## config.mk

```make
export PLATFORM = sky130hd
export DESIGN_NAME = neo_strand_controller_param
export DESIGN_NICKNAME = d
export VERILOG_FILES = /design/src/rtl/neo_strand_controller_param.sv
export SDC_FILE = /design/constraint.sdc
export NUM_CORES = 1
export LEC_CHECK = 0
export BUFFER_PORTS_ARGS = -buffer_cell sky130_fd_sc_hd__buf_4
export CAP_MARGIN = 20
export CORE_MARGIN = 2
export CORE_UTILIZATION = 38
export DETAILED_ROUTE_END_ITERATION = 8
export GPL_TIMING_DRIVEN = 1
export SYNTH_ARGS = -nofsm -noshare
export SYNTH_HDL_FRONTEND = slang
export SYNTH_SLANG_ARGS = --single-unit
```

## constraint.sdc

```tcl
create_clock -name clock -period 16.5 [get_ports clock]
set_clock_uncertainty 0.1 [all_clocks]
set_input_delay 3.3 -clock clock [delete_from_list [all_inputs] [get_ports clock]]
set_output_delay 3.3 -clock clock [all_outputs]
set_load 0.1 [all_outputs]
```

## src/rtl/neo_strand_controller_param.sv

```systemverilog
// WS2812-class strand driver: per-pixel RGB buffer, brightness scaling,
// configurable bit timing and colour order, latch gap with frame-done pulse.
module neo_strand_controller_param #(
  parameter int NUM_PIXELS  = 5,
  parameter int IDX_W       = (NUM_PIXELS > 1) ? $clog2(NUM_PIXELS) : 1,
  parameter int T0H_CYC     = 18,
  parameter int T1H_CYC     = 35,
  parameter int BIT_CYC     = 63,
  parameter int LATCH_CYC   = 2500,
  parameter int COLOR_ORDER = 0
) (
  input  logic             clock,
  input  logic             reset,
  input  logic [IDX_W-1:0] pixel_index,
  input  logic [1:0]       color_index,
  input  logic [7:0]       color_level,
  input  logic             load_color,
  input  logic             send_it,
  input  logic [7:0]       brightness,
  output logic             neo_data,
  output logic             ready_to_load,
  output logic             ready_to_send,
  output logic             frame_done
);

  localparam int CYC_W = $clog2(BIT_CYC + 1);
  localparam int LAT_W = $clog2(LATCH_CYC + 1);
  localparam logic [CYC_W-1:0] BIT_LAST = CYC_W'(BIT_CYC - 1);
  localparam logic [CYC_W-1:0] T0H      = CYC_W'(T0H_CYC);
  localparam logic [CYC_W-1:0] T1H      = CYC_W'(T1H_CYC);
  localparam logic [LAT_W-1:0] LAT_LAST = LAT_W'(LATCH_CYC - 1);
  localparam logic [LAT_W-1:0] LAT_DONE = LAT_W'(LATCH_CYC);
  localparam logic [IDX_W-1:0] PIX_LAST = IDX_W'(NUM_PIXELS - 1);
  localparam logic [IDX_W:0]   NPIX     = (IDX_W + 1)'(NUM_PIXELS);

  typedef enum logic [1:0] {IDLE, SEND, LATCH} state_t;

  state_t           state;
  logic [7:0]       mem [NUM_PIXELS][3];
  logic [IDX_W-1:0] pix_cnt;
  logic [1:0]       byte_cnt;
  logic [2:0]       bit_cnt;
  logic [CYC_W-1:0] cyc_cnt;
  logic [LAT_W-1:0] lat_cnt;
  logic [7:0]       bright;

  logic [7:0]       tx_byte;
  logic             tx_bit;
  logic [CYC_W-1:0] high_cyc;
  logic [CYC_W-1:0] cyc_inc;
  logic             load_ok;
  logic             last_bit;

  // Wire byte slot -> buffer colour index (0 = red, 1 = green, 2 = blue).
  function automatic logic [1:0] wire_color(input logic [1:0] slot);
    if (COLOR_ORDER == 0) begin
      case (slot)
        2'd0:    return 2'd1;
        2'd1:    return 2'd0;
        default: return 2'd2;
      endcase
    end
    return slot;
  endfunction

  function automatic logic [7:0] scale(input logic [7:0] level, input logic [7:0] br);
    logic [15:0] prod;
    prod = {8'd0, level} * ({8'd0, br} + 16'd1);
    return prod[15:8];
  endfunction

  always_comb begin
    tx_byte  = scale(mem[pix_cnt][wire_color(byte_cnt)], bright);
    tx_bit   = tx_byte[bit_cnt];
    high_cyc = tx_bit ? T1H : T0H;
    cyc_inc  = cyc_cnt + CYC_W'(1);
    load_ok  = load_color && ready_to_load && ({1'b0, pixel_index} < NPIX) &&
               (color_index != 2'd3);
    last_bit = (pix_cnt == PIX_LAST) && (byte_cnt == 2'd2) && (bit_cnt == 3'd0);
  end

  always_ff @(posedge clock or posedge reset) begin
    if (reset) begin
      for (int p = 0; p < NUM_PIXELS; p++)
        for (int c = 0; c < 3; c++)
          mem[p][c] <= 8'd0;
    end else if (load_ok) begin
      mem[pixel_index][color_index] <= color_level;
    end
  end

  always_ff @(posedge clock or posedge reset) begin
    if (reset) begin
      state         <= IDLE;
      neo_data      <= 1'b0;
      ready_to_load <= 1'b1;
      ready_to_send <= 1'b1;
      frame_done    <= 1'b0;
      pix_cnt       <= '0;
      byte_cnt      <= 2'd0;
      bit_cnt       <= 3'd7;
      cyc_cnt       <= '0;
      lat_cnt       <= '0;
      bright        <= 8'd0;
    end else begin
      case (state)
        IDLE: begin
          frame_done <= 1'b0;
          if (send_it) begin
            state         <= SEND;
            pix_cnt       <= '0;
            byte_cnt      <= 2'd0;
            bit_cnt       <= 3'd7;
            cyc_cnt       <= '0;
            bright        <= brightness;
            neo_data      <= 1'b1;
            ready_to_load <= 1'b0;
            ready_to_send <= 1'b0;
          end
        end
        SEND: begin
          // Bit windows run back to back; each starts with the line high.
          if (cyc_cnt == BIT_LAST) begin
            cyc_cnt <= '0;
            if (last_bit) begin
              state         <= LATCH;
              neo_data      <= 1'b0;
              lat_cnt       <= '0;
              ready_to_load <= 1'b1;
            end else begin
              neo_data <= 1'b1;
              if (bit_cnt == 3'd0) begin
                bit_cnt <= 3'd7;
                if (byte_cnt == 2'd2) begin
                  byte_cnt <= 2'd0;
                  pix_cnt  <= pix_cnt + IDX_W'(1);
                end else begin
                  byte_cnt <= byte_cnt + 2'd1;
                end
              end else begin
                bit_cnt <= bit_cnt - 3'd1;
              end
            end
          end else begin
            cyc_cnt  <= cyc_inc;
            neo_data <= (cyc_inc < high_cyc);
          end
        end
        LATCH: begin
          // LATCH_CYC low cycles, then one more cycle carrying frame_done.
          if (lat_cnt == LAT_DONE) begin
            state         <= IDLE;
            frame_done    <= 1'b0;
            ready_to_send <= 1'b1;
          end else begin
            lat_cnt    <= lat_cnt + LAT_W'(1);
            frame_done <= (lat_cnt == LAT_LAST);
          end
        end
        default: state <= IDLE;
      endcase
    end
  end

endmodule

```

# ---- After elaboration in Yosys (flattened, before gate mapping)
# Cells that the tools add are included.
dict set report op_classes {
  reduce_logical 22
  n_eq_ne 17
  n_addsub 6
  mux 56
  mul 1
  div 0
  n_bitwise 4
  n_lt_le_gt_ge 9
  shifts 0
}
# cell count
set ops {}
lappend ops {{120-bit bitwise mux} 1}
lappend ops {{24-bit binary-select mux with 3-bit select} 1}
lappend ops {{24-bit demux with 3-bit select} 1}
lappend ops {{24-bit two-way mux} 3}
lappend ops {{12-bit two-way mux} 3}
lappend ops {{3-bit two-way mux} 9}
lappend ops {{12-bit equality test, second input constant} 2}
lappend ops {{8-bit two-way mux} 3}
lappend ops {{12-bit case mux with 2 select lines} 1}
lappend ops {{2-bit two-way mux} 9}
lappend ops {{6-bit two-way mux} 3}
lappend ops {{2-bit inequality test, second input constant} 9}
lappend ops {{8-bit binary-select mux with 2-bit select} 1}
lappend ops {{8-bit demux with 2-bit select} 1}
lappend ops {{8-bit by 9-bit multiplier with 16-bit output} 1}
lappend ops {{4-bit AND reduction} 4}
lappend ops {{12-bit by 1-bit adder with 12-bit output, second input constant} 1}
lappend ops {{3-bit case mux with 2 select lines} 2}
lappend ops {{6-bit case mux with 2 select lines} 1}
lappend ops {{8-bit by 1-bit adder with 9-bit output, second input constant} 1}
lappend ops {{1-bit two-way mux} 9}
lappend ops {{4-bit >= comparator, second input constant} 2}
lappend ops {{3-bit NOT with 4-bit output} 2}
lappend ops {{1-bit case mux with 2 select lines} 4}
lappend ops {{other kinds (26)} 41}
dict set report word_totals {
  wordCells 141
  latchBits 0
  rom_bits 0
  ramBits 0
  memories 0
  in_bits 25
  ff_bits 160
  output_inout_bits 4
}

# ---- Longest topological paths before layout
# Gate-level depths: netlist (run 1).
dict set report depth {
  depth_word 14
  depth_mapped 31
  depth_no_buf 29
}

# ---- Worst setup path after synthesis (run 1)
# Ideal clock, no wire load.
dict set report synth_timing {
  path_kind {reg-to-reg}
  start {register pix_cnt[0]}
  end {register neo_data}
  setup_ps 153
  t_arrival_ps 6935
  t_required_ps 16247
  period_less_slack_ps 7188
  setup_slack_ps 9312
  n_path_buf 3
  stages_incl_launch_ff 30
  path_cell_list {dfrtp_1 > buf_6 > buf_4 > buf_1 > mux4_2 > nand2_1 > nand2_1 > a221oi_1 > nor2_1 > fa_1 > inv_1 > fa_1 > fa_1 > fa_1 > inv_1 > ha_1 > a21oi_1 > o21bai_1 > a221o_1 > a21o_1 > a31o_1 > and2b_1 > o41ai_4 > o211ai_2 > inv_1 > ha_1 > a21boi_0 > o21ai_0 > nand2_1 > o2111ai_2}
}
dict set report synth_between {
  elab_chain_len 14
  elab_cells_between_ends 18
  classes_between {mul: 1; order compare: 1; eq/ne: 1; mux: 12; bitwise: 1; reduce/logical: 2}
}
# element line_no
set synth_lines {}
lappend synth_lines {{start, declared} 40} ;# logic [IDX_W-1:0] pix_cnt;
lappend synth_lines {{start signal, assigned} 136} ;# pix_cnt <= pix_cnt + IDX_W'(1);
lappend synth_lines {{3-bit NOT with 4-bit output (implied by the code)} 73} ;# tx_byte = scale(mem[pix_cnt][wire_color(byte_cnt)], bright);
lappend synth_lines {{24-bit binary-select mux with 3-bit select} 73}
lappend synth_lines {{24-bit two-way mux (implied by the code) (2 in series)} 73}
lappend synth_lines {{8-bit binary-select mux with 2-bit select} 73}
lappend synth_lines {{8-bit two-way mux (implied by the code) (2 in series)} 73}
lappend synth_lines {{8-bit by 9-bit multiplier with 16-bit output} 68} ;# prod = {8'd0, level} * ({8'd0, br} + 16'd1);
lappend synth_lines {{1-bit binary-select mux with 3-bit select} 74} ;# tx_bit = tx_byte[bit_cnt];
lappend synth_lines {{1-bit two-way mux (implied by the code)} 74}
lappend synth_lines {{6-bit two-way mux} 75} ;# high_cyc = tx_bit ? T1H : T0H;
lappend synth_lines {{6-bit less-than comparator} 146} ;# neo_data <= (cyc_inc < high_cyc);
lappend synth_lines {{1-bit two-way mux *} 123} ;# if (cyc_cnt == BIT_LAST) begin
lappend synth_lines {{1-bit case mux with 2 select lines *} 106} ;# case (state)
lappend synth_lines {{end signal, assigned} 146}
lappend synth_lines {{end, declared} 20} ;# output logic neo_data,
# Every way passes the cells marked *; elsewhere a longest branch is shown, timed or not. The select of a mux whose other input is x is not followed.
# A chain may end at the register's enable or synchronous reset.

# ---- Worst setup path in the final report (run 1)
dict set report layout_timing {
  start {register byte_cnt[0]}
  end {register neo_data}
}
dict set report layout_between {
  elab_chain_len 13
  elab_cells_between_ends 18
  classes_between {mul: 1; order compare: 1; eq/ne: 2; mux: 10; bitwise: 1; reduce/logical: 3}
}
# element line_no
set layout_lines {}
lappend layout_lines {{start, declared} 41} ;# logic [1:0] byte_cnt;
lappend layout_lines {{start signal, assigned} 138} ;# byte_cnt <= byte_cnt + 2'd1;
lappend layout_lines {{2-bit by 1-bit equality test with 1-bit output or 2-bit logical NOT (tied branches)} 57} ;# case (slot)
lappend layout_lines {{2-bit case mux with 2 select lines} 57}
lappend layout_lines {{2-bit NOT with 3-bit output (implied by the code)} 73}
lappend layout_lines {{8-bit binary-select mux with 2-bit select} 73}
lappend layout_lines {{8-bit two-way mux (implied by the code) (2 in series)} 73}
lappend layout_lines {{8-bit by 9-bit multiplier with 16-bit output} 68}
lappend layout_lines {{1-bit binary-select mux with 3-bit select} 74}
lappend layout_lines {{1-bit two-way mux (implied by the code)} 74}
lappend layout_lines {{6-bit two-way mux} 75}
lappend layout_lines {{6-bit less-than comparator} 146}
lappend layout_lines {{1-bit two-way mux *} 123}
lappend layout_lines {{1-bit case mux with 2 select lines *} 106}
# Marked as above.

==> impl_summary.md, run 1 <==
Status
The run finished with clean final reports.

Timing
The number of hold violations in the final report came to 0. The transition time at the pin with the least slew margin is 1340 ps. Setup repair after global routing left no endpoint under its margin.

The total negative setup slack is 0 ps. Counting I/O delays and the setup requirement, the final critical path takes 8140 ps. The slack of the critical path is 8360 ps. The number of max-slew violations in the final report is 0. The tightest hold margin is 384 ps. Measured against its own limit, the worst slew margin works out to 10.8%. The period utilization is 49.3%. Based on the critical path, the design can be clocked at up to 123 MHz. The count of final setup violators is 0.

Clock network
The number of gates resized after cts is 0. The maximum clock insertion buffer count is 2. The H-tree level count is 4. Clock tree synthesis inserted a total of 17 buffers.

The number of setup buffers added after CTS is 0. The number of hold-repair buffers added at the cts stage is 0. Clock latency on the worst-skew pair, taken at its later pin, is 430 ps. The CTS sink count is 160. In this run the clock root is driven by a clkbuf_16. The clock-pin slew on the worst setup and hold paths is 70 ps.

The CTS tree is yes.

Layout
The number of antenna diodes in the final layout is 0. The net count of the finished layout is 1,012. The count of fill cells added during filler insertion is 2,411.

Relative to the synthesized area, the layout overhead comes to 11.4%. In the final layout, the share of cells above drive strength 1 is 24.8%. The multi-input combinational cells in the finished layout cover a total of 0.00558 mm2.

The filler-free cell count of the finished design is 1,252. Across the whole layout, storage elements account for 0.00401 mm2.

Synth
The simple-gate share of the synthesized area is 12.9%. The xor/xnor cell area share of the yosys netlist is 2.00%. The number of warnings printed during yosys synthesis is 0.

Sorting the synthesized cells by area gives the leading types as dfrtp_1, mux2_2, fa_1. The number of enable-type register cells in the synthesized netlist is 0. After synthesis the cells add up to 0.00999 mm2. Of the synthesized area, sequential elements account for 40.1%.

The synthesized netlist net count is 987. The share of synthesized area spent on multiplexers is 20.8%. The post-synthesis cell count is 879. The post-synthesis sequential element count is 160. The post-synthesis cell type count is 79. By instance count, the leading cell after synthesis is dfrtp_1.

The primary flip-flop cell chosen by synthesis mapping is dfrtp_1. In this run the biggest area consumer among cell types represents 38.8% of the synthesized area. The largest family of logic cells by synthesized area is multiplexers. The area share of fa/ha/maj cells after synthesis is 13.4%. The synthesized netlist devotes 6.64% of its cell area to compound gates.

The synthesized area divided by synthesized cell count is 11.4 um2. After synthesis, the share of flip-flops with an asynchronous set or reset is 100%. After synthesis, the most frequently instantiated cells are dfrtp_1, mux2_2, nand2_1, inv_1, nor2_1. Summed over all instances, the cell type with the most area after synthesis is dfrtp_1.

Pwr
IR analysis of the VDD net gives a maximum drop of 0.0000644 V. The internal portion of the total power is 806 uW. In this run the power density over the cells is 103 mW/mm2. Of the total power, combinational logic draws 23.2%. The total power draw is 1.14 mW.

Per report_power, the clock group accounts for 35.4% of the total. The leakage component of the power is 5.19 nW. In this run the power spent charging and discharging nets is 339 uW.

The switching share of power is 29.6%. The share of total power dissipated in sequential elements is 41.4%.

Drt
The via count normalized by instance count is 5.28. After detailed routing, the average wire length per cell comes to 18.1 um. The final routed wirelength across all metal layers is 22,700 um. In this run the remaining antenna-violating nets after routing total 0.

Summing over every cut layer, the via total after detailed routing is 6,611. The DRC violations left is 0. The number of search-and-repair iterations in the first detailed-routing pass is 4.

For this block, the initial DRC count from the detailed router was 386.

Global route
The total grt overflow is 0. In the global route stage, met3 resource usage came out at 3.31%. Global routing consumed, on the met1 layer, 24.2% of the routing resources. The initial antenna violation count came to 0. The global routing stage identified its most utilized layer as met2. The met2 layer usage reported by global route is 28.3%.

The wire length of the first global-routing pass is 38,500 um. The combined global-route utilization of all metal layers is 17.5%. Entering global routing, the biggest net connects 86 pins. The via count of the first global-routing pass came to 7,253.

Critical path
In this run the critical register-to-register path is launched from byte_cnt[0]. The critical path is of the register to register type. The critical path starts at byte_cnt[0]. The slack of the worst reg-to-reg path is 8360 ps.

By instance count, the cell type seen most on the critical path is fa_1. The kind of launch point of the worst setup path is a register. The cell family contributing the most delay on the critical path is compound AO/OA/AOI/OAI gates. The total number of cells along the worst setup path is 27. Together, buffers and inverters on the worst path number 4. The cell depth of the worst flop-to-flop path is 27. The cell with the largest stage delay on the worst path is a221oi_1. For the worst setup path, the data arrival time is 8330 ps. The data required time of the worst path is 16,690 ps.

In this run the critical register-to-register path is captured at neo_data. On the worst path, the slowest cell contributes a delay of 1100 ps. In this run the worst path has a maximum fanout of 17. STA classifies the critical path endpoint as a register.

Die
After floorplanning, the core was sized to cover 0.0259 mm2. Measured along the x axis, the die boundary spans 166 um. The die covers 0.0276 mm2. For this design the top-level I/O count stands at 29. The site row count is 59.

The y dimension of the die is 166 um. For this configuration, the core starts out at a cell density of 38.6%.

Min path
The beginning of the worst hold path is mem[100]. The endpoint of the worst hold-timing path is mem[100]. Counting instances, the worst hold path has a depth of 1. The class of the tightest hold or removal check is register to register.

Placed design
The count of input and output buffers is 28. Prior to clock tree synthesis, the placed netlist has a worst setup slack of 8450 ps. The placer's final routability congestion estimate is 0.829. Once placement completed, the tool counted placed cells totaling 1,220.

The post-detailed-placement half-perimeter wirelength is 16,100 um.

Run
The number of maximum-capacitance violations is 0.
layer usage:
| layer | part of all wire (%) | wire length, um |
|---|---|---|
| met1 | 47 | 10700 |
| met3 | 3.2 | 723 |
| met2 | 48 | 10800 |
| met4 | 1.9 | 437 |
| met5 | 0 | 0 |
power groups by stage:
stage          Sequential [mW]  Combinational (mW)  Clock, mW
4_1_cts                  0.473               0.267      0.415
5_1_grt                  0.481               0.304      0.431
2_1_floorplan            0.471               0.204          0
3_5_place_dp             0.480               0.264          0
3_3_place_gp             0.479               0.257          0
6_report                 0.474               0.265      0.405
flip-flops by register name (all words and copies together), names as in the netlist:
signal         count
byte_cnt           2
ready_to_load      1
frame_done         1
neo_data           1
bit_cnt            3
bright             8
ready_to_send      1
mem              120
lat_cnt           12
cyc_cnt            6
state              2
pix_cnt            3
worst max-delay path by stage:
stage	endpoint	slack, ps
after CTS	neo_data	8450
after floorplan	bright[0]	8790
final	neo_data	8360
after global placement	neo_data	8650
after global routing	neo_data	7820
after detailed placement	neo_data	8450
through the flow:
stage	utilization [%]	cell area, um2
global placement	40.7	10500
finish	43.0	11100
detailed placement	40.7	10500
CTS	43.0	11100
global route	43.0	11100
floorplan	-	9990
final cells by class:
| type | count | area share (%) |
|---|---|---|
| clock inverter | 12 | 1.32 |
| tap | 335 | 3.77 |
| multi-input combinational | 618 | 50.1 |
| inverter | 74 | 2.54 |
| clock buffer | 20 | 4.01 |
| sequential | 160 | 36.0 |
| timing repair buffer | 33 | 2.23 |
cell usage in the layout, fill, tap and decap left out, drive strengths merged, types with 13 or more instances in the layout:
master and instances:
clkbuf 20, buf 33, ha 43, nand2 84
nand2b 17, xor2 13, fa 40, dfrtp 155
mux2 129, o21ai 26, mux2i 13, mux4 22
nor2 61, nand3 28, inv 79
logic make-up (layout without fill, tap and decap cells):
family,count (synthesis),in the layout
flip-flops,160,160
multiplexers,164,164
AND/OR/NAND/NOR,263,263
AO/OA/AOI/OAI,86,86
buffers and inverters,101,139
XOR/XNOR,22,22
adder cells (fa/ha/maj),83,83
(Power assumes the default switching activity.)
==> run 2: changes to the inputs <==
clock period = 8.3 ns   (was 16.5 ns; I/O delays follow)
==> run 2 against run 1 <==
Worst setup slack got worse by 7700 ps. Die area unchanged. Via count is 2.3% higher. Hold slack gained 0.53 ps. Cell count increased by 0.40%. Wire length increased by 1.7%. Highest routed layer unchanged. Utilization is 0.32 points higher. Power up 100%. Combinational power up 100%.
==> impl_summary.md, run 2 (synthesis results as in run 1) <==
Status
The run finished with clean final reports.

Drt
Wires add up to 23,100 um. After detailed routing, the average wire length per cell comes to 18.3 um. In the routed layout, each cell is associated on average with a via count of 5.38.

The total number of vias is 6,762. The DRC violations left is 0. After the first detailed-routing iteration, the DRC count stood at 340.

The first TritonRoute pass finished after 4 iterations. The number of antenna-violating nets in the routed design is 0.

Critical path
The setup path with the least slack is of type register to register. The kind of launch point of the worst setup path is a register. The data required time of the worst path is 8470 ps. The endpoint class of the critical path is a register. The data arrival time of the critical path is 7830 ps. Along the worst path, the maximum fanout reaches 12.

Placed design
The area after detailed placement is 0.0106 mm2. The count of input and output buffers is 28. The post-detailed-placement half-perimeter wirelength is 16,500 um. The placer's final routability congestion estimate is 0.800.

Die
The floorplan step defined a die boundary enclosing 0.0276 mm2. The initial utilization of the core area, before any placement, comes to 38.6%. Pin placement for this block handled 29 I/O pins. The total core area is 0.0259 mm2. The y dimension of the die is 166 um.

The floorplan has 59 rows. The die is 166 um wide.

Global route
The total overflow left after global routing is 0. The via count of the first global-routing pass is 6,992. The initial antenna violation count came to 0. Entering global routing, the biggest net connects 82 pins. The wire length of the first global-routing pass is 38,200 um.

The combined global-route utilization of all metal layers is 17.5%.

Timing
The worst pin sits at a relative slew slack of 30.4%. The minimum period implied by the final worst setup slack is 7650 ps. Setup repair after global routing left no endpoint under its margin. For the pin with the worst max-slew slack, the measured transition is 1040 ps. The number of max-slew violations in the final report came to 0. The period utilization is 92.2%. The total negative setup slack is 0 ps.

Based on the critical path, the design can be clocked at up to 131 MHz. The number of hold violations in the final report came to 0. The count of final setup violators is 0.

Layout
The number of nets at the end of the flow is 1,017. The register containing the most flip-flops in the final layout is mem. In the final layout, the registers with the most flip-flops are mem (120), lat_cnt (12), bright (8). The count of fill cells added during filler insertion is 2,431. The area of all placed cells without fillers is 0.0112 mm2. The area growth from synthesis to layout is 12.3%. The flip-flop count of the largest register after layout is 120. Leaving out fill and tap cells, the most frequent cell in the layout is dfrtp_1.

The top cell types in the final layout, fill and taps aside, are dfrtp_1, mux2_2, nand2_1, inv_1, nor2_1. The fraction of final layout cells with drive strength greater than 1 is 25.6%. The number of antenna diodes in the final layout is 0.

Clock network
The maximum clock insertion buffer count is 2. The master cell of the clock root buffer is clkbuf_16. The number of hold-repair buffers added at the cts stage is 0. The CTS tree is yes.

Clock-pin slew was measured on the worst setup and hold paths at 80 ps. The total clock buffers created by CTS is 17. The tree built by TritonCTS fans out to 160 sinks. The insertion delay to the later sink of the worst-skew pair is 440 ps. The H-tree level count is 4.

Pwr
Overall power consumption after layout is estimated at 2.30 mW. The areal power density over the cells is 205 mW/mm2. The maximum ir drop on the vdd rail is 0.000127 V. The cell internal power dissipation is 1.61 mW. The switching power of the nets is 692 uW.

Summed over all cells, the static leakage comes to 5.23 nW. The sequential share of power is 40.9%. The clock network is responsible for 36.0% of the overall power. Combinational logic is responsible for 23.1% of the overall power. Net switching is 30.1% of the power.

Min path
The path class of the tightest hold or removal check is register to register.

Run
Max-cap violations in this run came to 0.
==> run 2: cell types whose count changed in the layout (fill, tap and decap cells not counted), sizes merged <==
cell | previous run | this run
buf | 33 | 38
clkbuf | 20 | 18
clkinv | 3 | 4
clkinvlp | 2 | 3
==> run 2: what timing repair did <==
action / CTS / global route
resized for setup: 0 / 2
buffers inserted: 0 / 0
endpoints found under the setup margin: 0 / 1
==> run 2: worst paths after layout <==
path | from | to | slack, ps | cells after the start
min in group asynchronous | reset | mem[111] | 1270 | 2
hold / removal | mem[76] | mem[76] | 380 | 1
max in group asynchronous | reset | bit_cnt[0] | 5650 | 4
setup / recovery | byte_cnt[0] | neo_data | 650 | 24
hold reg to reg | mem[76] | mem[76] | 380 | 1
setup reg to reg | byte_cnt[0] | neo_data | 650 | 24
==> run 2: stage by stage <==
| stage | util [%] | hold slack [ps] | cells | setup slack [ps] |
|---|---|---|---|---|
| final | 43.3 | 384 | 1257 | 647 |
| after global routing | 43.3 | 405 | 1257 | 266 |
| after CTS | 43.2 | 389 | 1256 | 402 |
| after detailed placement | 40.8 | 374 | 1224 | 403 |
| after global placement | 40.8 | 363 | 1224 | 542 |
| after floorplan | - | 352 | 879 | 1110 |
==> run 2: cell type report <==
class                   instances  area (um2)  share of cell area, %
multi-input cells             618        5590                   49.8
inverters                      74         283                   2.52
repair buffers                 38         305                   2.72
clock inverters                14         173                   1.54
flip-flops and latches        160        4010                   35.8
clock buffers                  18         439                   3.92
well taps                     335         419                   3.74
==> run 2: per-layer routing <==
layer,routed length [um],global-route usage (%),share of wire [%],vias up
li1,-,-,-,3139
met5,0,0,0,-
met2,11100,28.9,48,129
met3,768,2.76,3.3,29
met4,461,5.56,2.0,0
met1,10800,23.8,47,3465
==> run 2: power by group through the flow <==
| stage | Combinational, mW | Sequential [mW] | Clock [mW] |
|---|---|---|---|
| after floorplan | 0.405 | 0.937 | 0 |
| after global placement | 0.516 | 0.952 | 0 |
| after detailed placement | 0.527 | 0.955 | 0 |
| after CTS | 0.531 | 0.940 | 0.843 |
| after global routing | 0.599 | 0.955 | 0.882 |
| final | 0.530 | 0.941 | 0.827 |
==> run 2: worst max-delay path, cell delays in order, from the launching register on <==
cell and delay (ps):
dfrtp_1 620, buf_4 330, mux4_2 540, mux2i_1 320, o221ai_1 430, nand2_1 220
fa_1 450, fa_1 470, fa_1 530, fa_1 540, inv_1 40, ha_1 360
o21ai_0 230, a22oi_1 120, o21ai_0 260, a311oi_1 90, mux2_1 300, or4_1 520
o211ai_2 130, inv_1 80, ha_1 270, a21boi_0 210, o21ai_0 100, nand2_1 100
o2111ai_2 130
==> run 3: changes to the inputs <==
CORE_MARGIN = not set   (was 2)
==> run 3 against run 2 <==
Via count down 0.70%. Highest routed layer unchanged. Hold slack improved by 5.4 ps. Combinational power down 2%. Clock power fell by 5.3%. Critical path type unchanged.
==> impl_summary.md, run 3 (synthesis results as in run 1) <==
Status
The flow ran to the end, and the final reports show no timing, DRC or antenna violations.

Global route
The first global-routing pass estimated 37,300 um of wire. The initial antenna violation count is 0. For this run the aggregate overflow at the end of global routing stands at 0. The combined global-route utilization of all metal layers is 18.2%. Entering global routing, the biggest net connects 67 pins. The via count of the first global-routing pass is 6,882.

Run
Max-cap violations in this run came to 0.

Critical path
Tracing the worst setup path back leads to its startpoint at pix_cnt[0]. The endpoint class of the critical path is a register. At the worst endpoint, the required time is 8480 ps. The data arrival time of the critical path is 7730 ps. Along the worst path, the maximum fanout reaches 11. The cell depth of the worst flop-to-flop path is 26. The critical register-to-register path startpoint is pix_cnt[0]. STA classifies the critical path startpoint as a register.

The worst setup path is of the register to register kind. The endpoint of the worst register-to-register path is neo_data. The worst register-to-register path has a setup slack of 750 ps.

Timing
Timing would allow up to 132 MHz. The worst slew margin relative to its limit is 33.4%. The total negative setup slack is 0 ps. The period utilization is 90.9%.

At the pin with the least slew margin, the transition time is 997 ps. The number of hold violations in the final report is 0. In the post-route analysis, the smallest setup slack over all paths is 752 ps. On the final layout, the worst hold slack is 390 ps. The number of max-slew violations in the final report is 0. The minimum period implied by the final worst setup slack is 7550 ps. Setup repair after global routing left no endpoint under its margin. Setup violations remaining at the end of the flow were counted as 0.

Layout
The largest registers in the layout are mem (120), lat_cnt (12), bright (8). Summing all non-filler instances in the final layout gives an area of 0.0111 mm2. In the layout the commonest cells are dfrtp_1, mux2_2, nand2_1, inv_1, nor2_1.

The register with the most flip-flops in the layout has 120 of them. The fraction of final layout cells with drive strength greater than 1 is 25.3%. The utilization of the core after routing is 43.8%. The register containing the most flip-flops in the final layout is mem. In the final layout, the multi-input gates occupy 0.00558 mm2. 0 antenna diodes ended up in the layout. The area taken by flip-flops and latches is 0.00401 mm2.

In the final design database the tool counted 1,018 nets. The area growth from synthesis to layout is 11.6%. The count of fill cells added during filler insertion is 2,375.

The most common cell after layout, fill and taps aside is dfrtp_1. Excluding fillers, the count of instances in the completed layout stands at 1,252.

Die
29 I/O pins were placed. In this run the vertical extent of the chip is 164 um. The core region is 0.0255 mm2. In this run the horizontal extent of the chip is 164 um. The area enclosed by the die boundary is 0.0269 mm2.

The starting density of the core is 39.2%. The site row count is 58.

Pwr
The areal power density over the cells is 201 mW/mm2. The maximum ir drop on the vdd rail is 0.000134 V. The leakage component of the power is 5.21 nW. After layout, the design draws a total of 2.24 mW.

Drt
After the first detailed-routing iteration, the DRC count stood at 333. The routed design has 22,800 um of wire. The number of search-and-repair iterations in the first detailed-routing pass is 4. Across all layers, the routed design uses 6,715 vias. The DRC violations left is 0. The detail route stage leaves a number of antenna-violating nets equal to 0. In the final routed layout, each cell accounts on average for 18.2 um. In the routed layout, each cell is associated on average with a via count of 5.36.

Placed design
The count of input and output buffers is 28. The total placed cells including tap cells is 1,221. The post-detailed-placement half-perimeter wirelength is 16,300 um. Once placement finished, the instance area stood at 0.0106 mm2. The congestion estimate from routability-driven global placement came to 0.824. Before CTS, the worst setup slack after placement is 754 ps.

Clock network
Post-CTS timing repair inserted 0 buffers for setup. The number of hold-repair buffers added at the cts stage is 0. The maximum clock insertion buffer count is 2. Clock-pin slew was measured on the worst setup and hold paths at 70 ps. The H-tree level count is 4. The cell sitting at the root of the clock tree is a clkbuf_16. The insertion delay to the later sink of the worst-skew pair is 430 ps. The total clock buffers created by CTS is 17. CTS saw 160 sinks. Post-CTS repair changed the size of 0 cells. TritonCTS built the clock tree.

Min path
The worst hold path terminates at mem[73]. The class of the tightest hold or removal check is register to register. The beginning of the worst hold path is mem[73]. Counting instances, the worst hold path has a depth of 1.
-- run 3: how the worst max path moves through the flow --
stage               endpoint  depth (start not counted)
floorplan           neo_data                         29
global placement    neo_data                         27
detailed placement  neo_data                         28
CTS                 neo_data                         28
global route        neo_data                         28
finish              neo_data                         26
-- run 3: layer usage --
metal / wire length (um) / share of wire, % / global-route usage, % / up-vias
met1: 10900 / 48 / 25.3 / 3474
met2: 10900 / 48 / 29.4 / 89
li1: - / - / - / 3138
met5: 0 / 0 / 0 / -
met3: 777 / 3.4 / 3.33 / 14
met4: 217 / 0.95 / 4.08 / 0
-- run 3: power by group --
group	internal (mW)	leakage [nW]	switching [mW]
clock network	0.429	0.276	0.355
registers	0.889	2.06	0.0557
logic	0.252	2.88	0.265
total	1.57	5.21	0.676
-- run 3: critical path: stages, from the launching register on --
cell and delay (ps):
dfrtp_1 720, buf_4 310, buf_4 200, mux4_2 520, a22oi_1 160, o221ai_1 420, nand2_1 210, fa_1 460
fa_1 480, fa_1 520, fa_1 540, inv_1 40, ha_1 360, a21oi_1 170, o21bai_1 70, a221o_1 380
a21o_1 180, a31o_1 220, o22ai_1 200, a211oi_2 110, o211ai_2 240, inv_1 70, ha_1 270, a21boi_0 160
o21ai_0 90, nand2_1 80, o2111ai_2 110
-- run 3: layout make-up --
cell class	count	share of cell area (%)
Clock inverter	12	1.14
Timing Repair Buffer	39	2.63
Sequential cell	160	36.0
Multi-Input combinational cell	618	50.0
Inverter	74	2.54
Tap cell	330	3.70
Clock buffer	19	3.97
